<file path="src/rtl/ifetch_ctrl.sv">
// Instruction-fetch controller: sequences the PC register against a single-beat
// AXI4 read port and keeps a one-entry buffer of the last fetched word.
module ifetch_ctrl #(
  parameter logic [3:0]  AXI_ID   = 4'd0,
  parameter logic [31:0] NOP_INST = 32'h0000_0013
) (
  input  logic        clk,
  input  logic        rst,
  input  logic [31:0] pc_in,
  input  logic        dm_stall,
  output logic        pc_stall,
  output logic [31:0] inst_out,
  output logic [31:0] fetch_pc,
  output logic        inst_valid,
  output logic        fetch_err,
  output logic [3:0]  arid,
  output logic [31:0] araddr,
  output logic [3:0]  arlen,
  output logic [2:0]  arsize,
  output logic [1:0]  arburst,
  output logic        arvalid,
  input  logic        arready,
  input  logic [3:0]  rid,
  input  logic [31:0] rdata,
  input  logic [1:0]  rresp,
  input  logic        rlast,
  input  logic        rvalid,
  output logic        rready
);

  typedef enum logic [1:0] {
    StLookup,
    StAddr,
    StData,
    StDone
  } state_e;

  state_e      state_q, state_d;
  logic        buf_valid_q, buf_valid_d;
  logic [31:0] buf_inst_q, buf_inst_d;
  logic [31:0] buf_pc_q, buf_pc_d;
  logic        fetch_err_q, fetch_err_d;

  // Single-beat reads only: the ID and last flag carry no information.
  logic unused_axi_r;
  assign unused_axi_r = ^{rid, rlast};

  assign arid     = AXI_ID;
  assign arlen    = 4'd0;
  assign arsize   = 3'b010;
  assign arburst  = 2'b01;
  assign inst_out = buf_inst_q;
  assign fetch_pc = buf_pc_q;
  assign fetch_err = fetch_err_q;

  // State, buffer and error-pulse registers; reset drops any outstanding request.
  always_ff @(posedge clk or posedge rst) begin
    if (rst) begin
      state_q     <= StLookup;
      buf_valid_q <= 1'b0;
      buf_inst_q  <= 32'h0;
      buf_pc_q    <= 32'h0;
      fetch_err_q <= 1'b0;
    end else begin
      state_q     <= state_d;
      buf_valid_q <= buf_valid_d;
      buf_inst_q  <= buf_inst_d;
      buf_pc_q    <= buf_pc_d;
      fetch_err_q <= fetch_err_d;
    end
  end

  // Next-state, buffer update and handshake outputs.
  always_comb begin
    state_d     = state_q;
    buf_valid_d = buf_valid_q;
    buf_inst_d  = buf_inst_q;
    buf_pc_d    = buf_pc_q;
    fetch_err_d = 1'b0;
    arvalid     = 1'b0;
    araddr      = 32'h0;
    rready      = 1'b0;
    inst_valid  = 1'b0;
    pc_stall    = 1'b1;

    unique case (state_q)
      StLookup: begin
        if (buf_valid_q && (pc_in == buf_pc_q)) begin
          state_d = StDone;
        end else begin
          state_d = StAddr;
        end
      end
      StAddr: begin
        // pc_in is frozen by pc_stall, so it doubles as the held address.
        arvalid = 1'b1;
        araddr  = pc_in;
        if (arready) begin
          state_d = StData;
        end
      end
      StData: begin
        rready = 1'b1;
        if (rvalid) begin
          buf_pc_d    = pc_in;
          buf_valid_d = 1'b1;
          if (rresp == 2'b00) begin
            buf_inst_d = rdata;
          end else begin
            buf_inst_d  = NOP_INST;
            fetch_err_d = 1'b1;
          end
          state_d = StDone;
        end
      end
      StDone: begin
        inst_valid = 1'b1;
        pc_stall   = dm_stall;
        if (!dm_stall) begin
          state_d = StLookup;
        end
      end
      default: begin
        state_d = StLookup;
      end
    endcase
  end

endmodule

</file>
<file path="config.mk">
export PLATFORM = sky130hd
export DESIGN_NAME = ifetch_ctrl
export DESIGN_NICKNAME = d
export VERILOG_FILES = /design/src/rtl/ifetch_ctrl.sv
export SDC_FILE = /design/constraint.sdc
export NUM_CORES = 1
export LEC_CHECK = 0
export CORE_MARGIN = 3
export CORE_UTILIZATION = 37
export CTS_CLUSTER_SIZE = 30
export DETAILED_ROUTE_END_ITERATION = 7
export PLACE_DENSITY = 0.78
export SYNTH_ARGS = -nofsm -noshare
export SYNTH_HDL_FRONTEND = slang
export SYNTH_SLANG_ARGS = --single-unit
</file>
<file path="constraint.sdc">
create_clock -name clk -period 6.1 [get_ports clk]
set_clock_uncertainty 0.1 [all_clocks]
set_input_delay 1.83 -clock clk [delete_from_list [all_inputs] [get_ports clk]]
set_output_delay 1.83 -clock clk [all_outputs]
set_load 0.05 [all_outputs]
</file>
=== Word level (Yosys, flattened, before mapping) ===
Index checks and enable logic that the tools add are counted.

* Flip-flop bits (word level): 68
* Input bits: 76
* Output and inout port bits: 114
* Word-level logic and storage cells: 31

* Eq/ne operators: 7
* Mux-type cells: 14
* Reduce and logical (&&, ||, !) cells: 5

{| class="wikitable"
|+ Operators with widths
! operator !! count
|-
| $mux 32 || 2
|-
| $eq 32x32->1 || 1
|-
| $mux 2 || 4
|-
| $pmux 2 s4 || 1
|-
| $mux 1 || 7
|-
| $ne 2x2->1 const B || 3
|-
| $eq 2x2->1 const B || 2
|-
| $logic_not 2->1 || 2
|-
| $reduce_and 3->1 || 1
|-
| $eq 2x1->1 const B || 1
|-
| $reduce_and 2->1 || 1
|-
| $logic_and 1x1->1 || 1
|}

=== Depth between registers and ports, before layout ===
Gate-level depths: netlist of the first run.

* Depth in word-level cells: 4
* Depth in mapped cells: 7
* Depth with buffers taken out: 7

=== Worst setup path after synthesis of the first run ===
OpenSTA, ideal clock, no wires.

* Kind: input-to-output
* From: input pc_in[2]
* To: output araddr[2]
* Arrival time: 2,539 ps
* Path slack: 1,631 ps
* Cell stages on the path: 2
* Path buffers: 0
* Path through: inv_1 > nor2_1

* Cells in the longest elaborated chain, start to end: 1

{| class="wikitable"
|+ RTL lines
! what !! line !! RTL
|-
| start: declaration || 9 || <nowiki>input logic [31:0] pc_in,</nowiki>
|-
| $mux 32 || 86 || <nowiki>unique case (state_q)</nowiki>
|-
| end: declaration || 17 || <nowiki>output logic [31:0] araddr,</nowiki>
|}

Every way passes these cells.

=== Worst setup path after layout of the first run ===
* From: input pc_in[12]
* To: output araddr[12]

Same word-level chain as after synthesis.

==> results summary, run 1 <==
The run finished with clean final reports. Setup repair after global routing left no endpoint under its margin. The worst path arrival time came out at roughly 3.4 ns.

Summing every instance area after synthesis gives around 0.0033 mm². Before antenna repair, the detailed router went through 6 iterations. STA classifies the critical path startpoint as an input pin.

The clock network latency to the later pin of the worst-skew pair is approximately 0.33 ns. The number of maximum-capacitance violations came out at 0. The number of clock sinks is 68.

The shortest period the worst path allows is about 5.3 ns. For this configuration, the core starts out at a cell density of 0.391. Detailed routing inserted a total of between 2000 and 3000 vias. The die outline width came out at just over 100 µm. The number of inserted filler cells in the final layout is 679. Summed over all layers, the global routing overflow is 0.

The total power divided by cell area came out at around 660 mW/mm². The overall die area is between 0.01 and 0.015 mm². The critical path's most frequent cell is sky130_fd_sc_hd__clkdlybuf4s50_1.

The post-cts resize count came out at 0. The wire length after detailed routing came out at a little over 9000 µm. The critical path in this run is classified as input pin to primary output. The initial antenna violation count came out at 0. The final standard cell utilization of the core came out at 0.615. The net total in the final layout is between 500 and 600. The final total power is around 3.4 mW. The iteration-0 DRC count of the detailed router is 52. The count of nets left with antenna violations once routing finished came out at 0. The TritonCTS clock tree is built.

The global-route wire length before repair is approximately 15000 µm. The slew at the pin closest to its max-slew limit came out at 1.02 ns. The worst pin sits at a relative slew slack of 0.319. The area of the placeable core is 0.00846 mm².

The hold violation count in the final report came out at 0. The total count of max-transition violations in the final report came out at 0. The maximum fanout count along the critical path came out at 3. The half-perimeter wire length after placement came out at a little under 7000 µm.

Relative to the synthesized area, the layout overhead comes to 57.5%. The Yosys warning count came out at 0. The overall track demand over capacity in global routing is 0.188. Entering global routing, the biggest net connects between 40 and 50 pins. In this run the number of H-tree levels came out at 3.

The critical path goes through clkdlybuf4s50_1, and2_1, clkdlybuf4s50_1. The unique cell type count in the Yosys netlist came out at 31. From bottom edge to top edge, the die measures roughly 100 µm. In the final timing run, aggregate negative setup slack is 0 ns. IR analysis of the VDD net gives a maximum drop of about 380 µV.

The worst setup path is captured at a primary output. The number of global-route vias before repair is 2773. The synthesized area per cell is around 12 µm². The tightest min-delay check is of the flop to flop type. The post-route fraction of the period consumed by the critical path is 0.869. After floorplanning, the core was divided into 33 placement rows. The number of buffers created by CTS is 9. Of the cells placed in the final design, the portion with a size suffix greater than 1 is 0.120. The area occupied by multi-input gates came out at ~0.0014 mm². The number of primary I/O pins came out at 190. The worst endpoint required time is 4.17 ns. After detailed routing, the average wire length per cell comes to approximately 17 µm. The root buffer cell chosen for the clock tree is sky130_fd_sc_hd__clkbuf_8. The maximum number of buffers from clock root to sink came out at 2.

For this run, the top clock speed supported by timing is between 0.15 and 0.2 GHz. The final weighted congestion of routability-driven global placement is around 0.8. In the synthesized netlist the dominant register cell turns out to be sky130_fd_sc_hd__dfrtp_1.

The share of async-settable or async-resettable flops after synthesis is 1.00. Setup violations remaining at the end of the flow were counted as 0. The register clock-pin slew on the reported worst setup and hold paths came out at around 0.070 ns. The count of buffers added on input and output ports is about 170. The register bit total from synthesis is slightly below 70.

In the routed design, unresolved DRC markers number 0. Post-CTS timing repair inserted 0 buffers for setup. The number of flops mapped to enable cells by yosys is 0. The number of inserted diodes came out at 0. The minimum hold slack is ~0.38 ns. The cell with the largest stage delay on the worst path is sky130_fd_sc_hd__clkdlybuf4s50_1. The number of standard cells after synthesis is between 200 and 300.

The delay of the slowest cell on the worst path is 0.82 ns. The leakage power is 2.20 nW. The per-cell via count in the routed design is a little under 5. In this run, post-CTS hold repair placed 0 buffers. The area used by sequential logic in the layout is ~0.0017 mm². For this run, the register share of the synthesized area comes to 0.515.
final cells by class:
cell class                 count  area share
clock buffer                  10      0.0264
multi-input combinational    175       0.275
clock inverter                 6     0.00769
timing repair buffer         174       0.333
tap                          105      0.0252
sequential                    68       0.327
inverter                       8     0.00577
critical path, delay by kind of cell:
kind          cells  cell delay (ns)
buf+inv           2             1.36
simple gates      1             0.18
Yosys cell counts, types with 2 or more instances:
library cell                n  area [µm²]
sky130_fd_sc_hd__buf_2      2        10.0
sky130_fd_sc_hd__conb_1     2        7.51
sky130_fd_sc_hd__dfrtp_1   68        1700
sky130_fd_sc_hd__nor4_1     3        18.8
sky130_fd_sc_hd__mux2_4    16         240
sky130_fd_sc_hd__and2_1    31         194
sky130_fd_sc_hd__mux2_2    14         158
sky130_fd_sc_hd__clkbuf_1   6        22.5
sky130_fd_sc_hd__a21oi_1    2        10.0
sky130_fd_sc_hd__xor2_1    11        96.3
sky130_fd_sc_hd__a22o_1    29         254
sky130_fd_sc_hd__xnor2_1   18         158
sky130_fd_sc_hd__o22a_1     3        26.3
sky130_fd_sc_hd__buf_6      4        45.0
sky130_fd_sc_hd__nor3_1     3        15.0
sky130_fd_sc_hd__nand2b_1   3        18.8
sky130_fd_sc_hd__inv_1      8        30.0
sky130_fd_sc_hd__nor2_1     5        18.8
sky130_fd_sc_hd__nand2_1    4        15.0
sky130_fd_sc_hd__buf_4     14         105
sky130_fd_sc_hd__nand4_1    6        37.5
sky130_fd_sc_hd__ha_1       4        50.1
sky130_fd_sc_hd__o21ai_0    2        10.0
routing by layer:
metal  global-route usage  routed length, µm
met5                    0                  0
met4               0.0373                 40
met2                0.305               4330
met3               0.0920               1050
met1                0.229               3720
logic make-up (layout without fill, tap and decap cells):
| logic type | Yosys count | in the layout | share of synthesized area |
|---|---|---|---|
| other | 2 | 13 | 0.00227 |
| AND/OR/NAND/NOR | 59 | 59 | 0.105 |
| multiplexers | 30 | 30 | 0.120 |
| adder cells (fa/ha/maj) | 4 | 4 | 0.0151 |
| AO/OA/AOI/OAI | 40 | 40 | 0.101 |
| buffers and inverters | 34 | 198 | 0.0643 |
| flip-flops | 68 | 68 | 0.515 |
| XOR/XNOR | 29 | 29 | 0.0768 |
through the flow:
step,worst slack (ns),instance area [µm²],std cells
2_1_floorplan,1.63,3350,277
3_3_place_gp,0.797,5030,530
3_5_place_dp,0.806,5030,530
4_1_cts,0.792,5210,546
5_1_grt,0.767,5210,546
6_report,0.802,5210,546
registers in the layout, indices dropped and copies added, names as in the netlist:
| signal | flops |
|---|---|
| buf_valid_q | 1 |
| fetch_err | 1 |
| inst_out | 32 |
| state_q | 2 |
| fetch_pc | 32 |
power by group:
part	switching [mW]	internal [mW]	total, mW
Sequential	0.172	0.669	0.841
Clock	0.174	0.158	0.332
Combinational	1.42	0.831	2.25
worst paths after layout:
check | from | to | slack, ns | depth (start not counted)
setup / recovery | pc_in[12] | araddr[12] | 0.80 | 3
hold / removal | buf_valid_q | buf_valid_q | 0.38 | 1
setup reg to reg | state_q[1] | state_q[1] | 3.73 | 7
hold reg to reg | buf_valid_q | buf_valid_q | 0.38 | 1
max in group asynchronous | rst | fetch_pc[6] | 3.12 | 3
min in group asynchronous | rst | fetch_pc[8] | 1.87 | 2
placed cells by master (no fill, tap or decap):
cell	count
sky130_fd_sc_hd__nand2_2	1
sky130_fd_sc_hd__o21ai_0	2
sky130_fd_sc_hd__xor2_1	11
sky130_fd_sc_hd__mux2_2	14
sky130_fd_sc_hd__mux2_4	16
sky130_fd_sc_hd__conb_1	13
sky130_fd_sc_hd__inv_2	1
sky130_fd_sc_hd__ha_1	4
sky130_fd_sc_hd__buf_4	3
sky130_fd_sc_hd__a22o_1	29
sky130_fd_sc_hd__nor3b_1	1
sky130_fd_sc_hd__o221ai_2	1
sky130_fd_sc_hd__clkinv_2	3
sky130_fd_sc_hd__nand2_1	4
sky130_fd_sc_hd__dfrtp_1	68
sky130_fd_sc_hd__clkbuf_8	10
sky130_fd_sc_hd__inv_1	7
sky130_fd_sc_hd__and2_1	31
sky130_fd_sc_hd__clkinvlp_4	1
sky130_fd_sc_hd__clkdlybuf4s50_1	171
sky130_fd_sc_hd__nor3_1	3
sky130_fd_sc_hd__nor4_1	3
sky130_fd_sc_hd__nand4_1	6
sky130_fd_sc_hd__nand2b_1	3
sky130_fd_sc_hd__xnor2_1	18
sky130_fd_sc_hd__o22ai_1	1
sky130_fd_sc_hd__o22a_1	3
sky130_fd_sc_hd__nand3_1	1
sky130_fd_sc_hd__nor2_1	5
sky130_fd_sc_hd__a21oi_1	2
sky130_fd_sc_hd__o21ai_1	1
sky130_fd_sc_hd__a221oi_1	1
sky130_fd_sc_hd__nor3_2	1
sky130_fd_sc_hd__clkinv_4	2
Note: power is estimated with default switching activity, not from simulation.
==> run 2, diff against run 1 <==
--- a/config.mk
+++ b/config.mk
@@ -10,6 +10,7 @@
 export CTS_CLUSTER_SIZE = 30
 export DETAILED_ROUTE_END_ITERATION = 7
 export PLACE_DENSITY = 0.78
+export RECOVER_POWER = 50
 export SYNTH_ARGS = -nofsm -noshare
 export SYNTH_HDL_FRONTEND = slang
 export SYNTH_SLANG_ARGS = --single-unit
==> results summary, run 2 (synthesized netlist as in run 1, its figures left out) <==
The cts-stage hold buffer count is 0 (unchanged). For this design, the slowest cell found on the critical path is sky130_fd_sc_hd__clkdlybuf4s50_1. The worst hold path belongs to the class flop to flop. The antenna violation net count after detailed routing is 0 (unchanged). The headroom to the max-slew limit is -0.0846 (-0.403).

The total power divided by cell area came to 653 mW/mm² (-0.62%). The share of final-layout standard cells stronger than drive strength 1 is 0.0748 (-0.0454). The minimum hold slack came to 0.377 ns (-0.000210 ns). The global-route wire length before repair is 14800 µm (unchanged). The post-route fraction of the period consumed by the critical path is 0.868 (-0.000964). The cell that appears most often on the critical path is sky130_fd_sc_hd__clkdlybuf4s50_1. The register clock-pin slew on the reported worst setup and hold paths came out at 0.07 ns (about the same). The worst setup path is captured at a primary output. The final reports fail on capacitance limit, slew limit. The per-cell via count in the routed design is 4.84 (+0.23%).

The number of global-route vias before repair is 2773 (unchanged). The final weighted congestion of routability-driven global placement is 0.780 (unchanged). The overall track demand over capacity in global routing came out at 0.188 (unchanged). The number of clock sinks came out at 68 (unchanged). The worst setup path is launched from an input pin. The number of buffers created by CTS is 9 (unchanged). The worst path arrival time is 3.36 ns (about the same).

The wire length per cell after detailed routing is 16.7 µm (-0.15%). The starting density of the core is 0.391 (unchanged). The maximum number of buffers from clock root to sink is 2 (unchanged). The TritonCTS clock tree is built. The path type of the worst setup path is input pin to primary output. The run finished, with violations left. The net total in the final layout is 516 (unchanged). The maximum frequency from static timing analysis came out at 0.189 GHz (+0.11%). The number of inserted diodes is 0 (unchanged). The buffers inserted during post-CTS setup optimization is 0 (unchanged). The initial antenna violation count is 0 (unchanged). The library cell used most frequently in the layout, excluding fill and tap cells, is sky130_fd_sc_hd__clkdlybuf4s50_1.

Setup repair after global routing left no endpoint under its margin. The hold violation count in the final report came out at 0 (unchanged). In this run the clock root is driven by a sky130_fd_sc_hd__clkbuf_8. The worst ir drop on vdd came out at 374 µV (-2.1%). The length of the first detailed-routing pass in iterations was 6 (unchanged). The area of the placeable core was 0.00846 mm² (unchanged). The total count of max-transition violations in the final report came to 77 (+77).

The final setup violation count is 0 (unchanged). The number of primary I/O pins is 190 (unchanged). Relative to the synthesized area, the layout overhead comes to 55.3%. The number of I/O port buffers is 171 (unchanged). The overall die area came out at 0.0101 mm² (unchanged). The deepest level of the CTS H-tree was 3 (unchanged). The slew at the pin closest to its max-slew limit came out at 1.63 ns (+0.605 ns). The die outline width came out at 101 µm (unchanged). The setup TNS is 0 ns (unchanged). Walking the worst path, the cells encountered are clkdlybuf4s50_1, and2_1, clkdlybuf4s50_1. The shortest period the worst path allows came out at 5.29 ns (-0.00588 ns).

The library cells used most frequently in the layout, excluding fill and tap cells, are sky130_fd_sc_hd__clkdlybuf4s50_1, sky130_fd_sc_hd__dfrtp_1, sky130_fd_sc_hd__and2_1, sky130_fd_sc_hd__a22o_1, sky130_fd_sc_hd__xnor2_1. The cell family with the largest share of critical-path delay is buffers and inverters. The half-perimeter wire length after placement is 6920 µm (unchanged). The number of maximum-capacitance violations is 2 (+2).

The leakage power is 2.17 nW (-1.4%). The maximum fanout count along the critical path came out at 3 (unchanged). The clock network latency to the later pin of the worst-skew pair is 0.32 ns (about the same). The post-cts resize count came out at 0 (unchanged). The buffers plus inverters on the worst setup path came out at 2 (unchanged). The overall via count from detail_route is 2640 (+0.23%).

The number of core rows is 33 (unchanged). The pin count of the biggest net entering global routing is 46 (unchanged). The delay of the slowest cell on the worst path came out at 0.82 ns (about the same). The wire length after detailed routing was 9130 µm (-0.15%). The number of remaining DRC errors is 0 (unchanged).

The die boundary height is 101 µm (unchanged). The worst endpoint required time was 4.17 ns (about the same). The iteration-0 DRC count of the detailed router came out at 59 (+13%).

The remaining global-route overflow came out at 0 (unchanged).
==> run 2: cell count changes in the layout (fill, tap and decap cells not counted), sizes merged <==
cell	previous run	this run
buf	3	1
dlygate4sd3	0	13
clkdlybuf4s50	171	158
clkbuf	10	12
==> run 2: path summary, 6_finish.rpt <==
path / start / end / slack, ns / cells past startpoint
max: pc_in[12] / araddr[12] / 0.81 / 3
min: buf_valid_q / buf_valid_q / 0.38 / 1
max reg2reg: state_q[0] / inst_out[11] / 3.36 / 6
min reg2reg: buf_valid_q / buf_valid_q / 0.38 / 1
max in group asynchronous: rst / fetch_pc[6] / 1.46 / 3
min in group asynchronous: rst / fetch_pc[8] / 2.27 / 2
==> run 2: final cells by class <==
| cell class | count | area, µm² |
|---|---|---|
| clock buffer | 10 | 138 |
| inverter | 8 | 30.0 |
| clock inverter | 6 | 40.0 |
| sequential | 68 | 1700 |
| multi-input combinational | 175 | 1370 |
| fill | 699 | 3330 |
| tap | 105 | 131 |
| timing repair buffer | 174 | 1730 |
==> run 2: stage by stage <==
stage	setup slack, ns	total power, mW	instances	util	area (µm²)
after floorplan	1.63	2.36	277	-	3350
after global placement	0.797	3.08	530	0.594	5030
after detailed placement	0.806	3.11	530	0.594	5030
after CTS	0.792	3.46	546	0.615	5210
after global routing	0.767	3.53	546	0.607	5130
final	0.807	3.35	546	0.607	5130
==> run 2: power breakdown <==
| group | internal (mW) | switching (mW) | total [mW] |
|---|---|---|---|
| clock | 0.158 | 0.173 | 0.331 |
| combinational | 0.772 | 1.41 | 2.19 |
| sequential | 0.669 | 0.167 | 0.836 |
| total | 1.60 | 1.75 | 3.35 |
==> run 2: per-layer routing <==
layer  vias up  share of wire  global-route usage  routed length [µm]
met5         -              0                   0                   0
met4         0         0.0039              0.0373                  36
met3         5           0.12              0.0920                1050
met2       132           0.47               0.305                4300
met1      1264           0.41               0.229                3740
li1       1239              -                   -                   -
==> run 3, diff against run 2 <==
--- a/config.mk
+++ b/config.mk
@@ -5,11 +5,12 @@
 export SDC_FILE = /design/constraint.sdc
 export NUM_CORES = 1
 export LEC_CHECK = 0
+export CAP_MARGIN = 15
 export CORE_MARGIN = 3
 export CORE_UTILIZATION = 37
 export CTS_CLUSTER_SIZE = 30
 export DETAILED_ROUTE_END_ITERATION = 7
-export PLACE_DENSITY = 0.78
+export PLACE_DENSITY = 0.76
 export RECOVER_POWER = 50
 export SYNTH_ARGS = -nofsm -noshare
 export SYNTH_HDL_FRONTEND = slang
==> constraint.sdc (replaced) <==
create_clock -name clk -period 5.8 [get_ports clk]
set_clock_uncertainty 0.1 [all_clocks]
set_input_delay 1.74 -clock clk [delete_from_list [all_inputs] [get_ports clk]]
set_output_delay 1.74 -clock clk [all_outputs]
set_load 0.05 [all_outputs]
==> results summary, run 3 (synthesized netlist as in run 1, its figures left out) <==
The run finished, with violations left. The final reports fail on capacitance limit, slew limit. The global-route track usage on met2 came out at 0.294 (-0.0112). The number of remaining DRC errors is 0 (unchanged).

The deepest level of the CTS H-tree is 3 (unchanged). The worst register-to-register path begins at state_q[0]. The slew at the pin closest to its max-slew limit came to 2.00 ns (+0.373 ns). The library cell used most frequently in the layout, excluding fill and tap cells, is sky130_fd_sc_hd__clkdlybuf4s50_1.

The share of final-layout standard cells stronger than drive strength 1 is 0.0726 (-0.00227). The cts-stage hold buffer count came out at 0 (unchanged). The buffers inserted during post-CTS setup optimization came out at 0 (unchanged). The launch point of the critical path is pc_in[7].

The number of inserted diodes is 0 (unchanged). The number of I/O port buffers came to 171 (unchanged). The global-route met3 utilization is 0.0913 (-0.000692).

The per-cell via count in the routed design came out at 4.77 (-1.4%). The depth of the worst register-to-register path is 6 (unchanged). The leakage power is 2.19 nW (+1.1%).

The worst register-to-register path ends at inst_out[0]. The setup TNS was 0 ns (unchanged). The cell chosen for the clock root is sky130_fd_sc_hd__clkbuf_8. The final setup violation count was 0 (unchanged). The TritonCTS clock tree is built. The headroom to the max-slew limit came out at -0.333 (-0.249).

The wire length per cell after detailed routing came to 16.1 µm (-3.4%). Relative to the synthesized area, the layout overhead comes to 56.5%. Static timing analysis puts the maximum clock frequency at around 0.2 GHz. The final worst-path setup slack came out at 0.678 ns (-0.130 ns). The number of inserted filler cells in the final layout is 710 (+1.6%). The number of global-route vias before repair is 2802 (+1.0%). In this run the worst hold path is classified as flop to flop.

The length of the first detailed-routing pass in iterations came out at 4 (-2). The slack of the worst reg-to-reg path came out at 3.03 ns (-0.33 ns). The number of clock sinks is 68 (unchanged). Leaving out fill and tap cells, the most frequent cells in the layout are sky130_fd_sc_hd__clkdlybuf4s50_1, sky130_fd_sc_hd__dfrtp_1, sky130_fd_sc_hd__and2_1, sky130_fd_sc_hd__a22o_1, sky130_fd_sc_hd__xnor2_1. The global-route wire length before repair was 14200 µm (-4.0%). The antenna violation net count after detailed routing is 0 (unchanged). The maximum fanout count along the critical path is 3 (unchanged). The total count of max-transition violations in the final report is 84 (+9.1%). The clock network latency to the later pin of the worst-skew pair came to 0.34 ns (+0.02 ns). The path type of the worst setup path is input pin to primary output. The final weighted congestion of routability-driven global placement came out at 0.737 (-5.5%). The global-route layer with the greatest usage is met2. The total power divided by cell area is 694 mW/mm² (+6.4%). The worst hold path begins at buf_valid_q. The shortest period the worst path allows is between 5 and 6 ns. The worst ir drop on vdd is 331 µV (-11%). The worst path arrival time came out at 3.28 ns (-0.08 ns). The half-perimeter wire length after placement came out at 6740 µm (-2.6%).

For hold timing, the worst endpoint is buf_valid_q. The global-route met1 utilization came to 0.217 (-0.0116). The worst setup path is launched from an input pin. The post-route fraction of the period consumed by the critical path came out at 0.883. The delay of the slowest cell on the worst path was 0.80 ns (-0.02 ns). The number of maximum-capacitance violations came out at 2 (unchanged).

The initial antenna violation count is 0 (unchanged). The starting density of the core came out at 0.391 (unchanged). The setup slack after placement is 0.651 ns (-0.155 ns). The critical path endpoint category is a primary output.

The hold violation count in the final report came out at 0 (unchanged). The overall die area came out at 0.0101 mm² (unchanged). The overall via count from detail_route is 2602 (-1.4%). The register clock-pin slew on the reported worst setup and hold paths came out at 0.07 ns (about the same).

The worst endpoint required time was 3.96 ns (-0.21 ns). The iteration-0 DRC count of the detailed router was 56 (-5.1%). The remaining global-route overflow came out at 0 (unchanged). The net total in the final layout came to 516 (unchanged).

The wire length after detailed routing came out at 8810 µm (-3.4%). Among all stages on the critical path, the largest delay is contributed by sky130_fd_sc_hd__clkdlybuf4s50_1. The die boundary height is 101 µm (unchanged). The area occupied by multi-input gates is 0.00137 mm² (unchanged). Walking the worst path, the cells encountered are dlygate4sd3_1, and2_1, clkdlybuf4s50_1. The number of instances on the worst hold path was 1 (unchanged). The number of buffers created by CTS is 9 (unchanged). Setup repair after global routing left no endpoint under its margin.

The maximum number of buffers from clock root to sink is 2 (unchanged). The area of the placeable core is 0.00846 mm² (unchanged). The number of primary I/O pins came to 190 (unchanged). The post-cts resize count came out at 0 (unchanged).

The die outline width was 101 µm (unchanged). The pin count of the biggest net entering global routing was 46 (unchanged). The number of core rows was 33 (unchanged). The overall track demand over capacity in global routing is 0.183 (-0.00483). The area used by sequential logic in the layout is 0.00170 mm² (unchanged).
## run 3: final cells by class
class | instances | area share
clock buffer | 10 | 0.0247
timing repair buffer | 174 | 0.334
clock inverter | 6 | 0.0169
multi-input combinational | 175 | 0.264
sequential | 68 | 0.329
inverter | 8 | 0.00581
tap | 105 | 0.0254
## run 3: power by group
| part | internal, mW | total, mW | leakage [nW] | switching (mW) |
|---|---|---|---|---|
| clock network | 0.243 | 0.424 | 0.111 | 0.181 |
| logic | 0.813 | 2.29 | 1.23 | 1.48 |
| registers | 0.703 | 0.879 | 0.852 | 0.176 |
## run 3: critical path, delay by kind of cell
kind	cells	cell delay (ns)
buf+inv	2	1.40
simple gates	1	0.15
## run 3: per-stage QoR
stage | instance area, µm² | instances | util | power, mW | hold WS [ns]
after floorplan | 3350 | 277 | - | 2.48 | 0.336
after global placement | 5030 | 530 | 0.594 | 3.23 | 0.362
after detailed placement | 5030 | 530 | 0.594 | 3.26 | 0.362
after CTS | 5250 | 546 | 0.620 | 3.70 | 0.382
after global routing | 5170 | 546 | 0.611 | 3.77 | 0.415
final | 5170 | 546 | 0.611 | 3.59 | 0.375
## run 3: worst max path at each step
stage / cells after the start / to
6_report: 3 / araddr[7]
5_1_grt: 3 / fetch_pc[3]
4_1_cts: 3 / araddr[10]
3_5_place_dp: 3 / araddr[10]
3_3_place_gp: 3 / araddr[10]
2_1_floorplan: 2 / araddr[2]
## run 3: per-layer routing
metal	up-vias	wire [µm]
met5	-	0
met4	0	123
met3	11	1080
met2	132	4070
met1	1224	3550
li1	1235	-
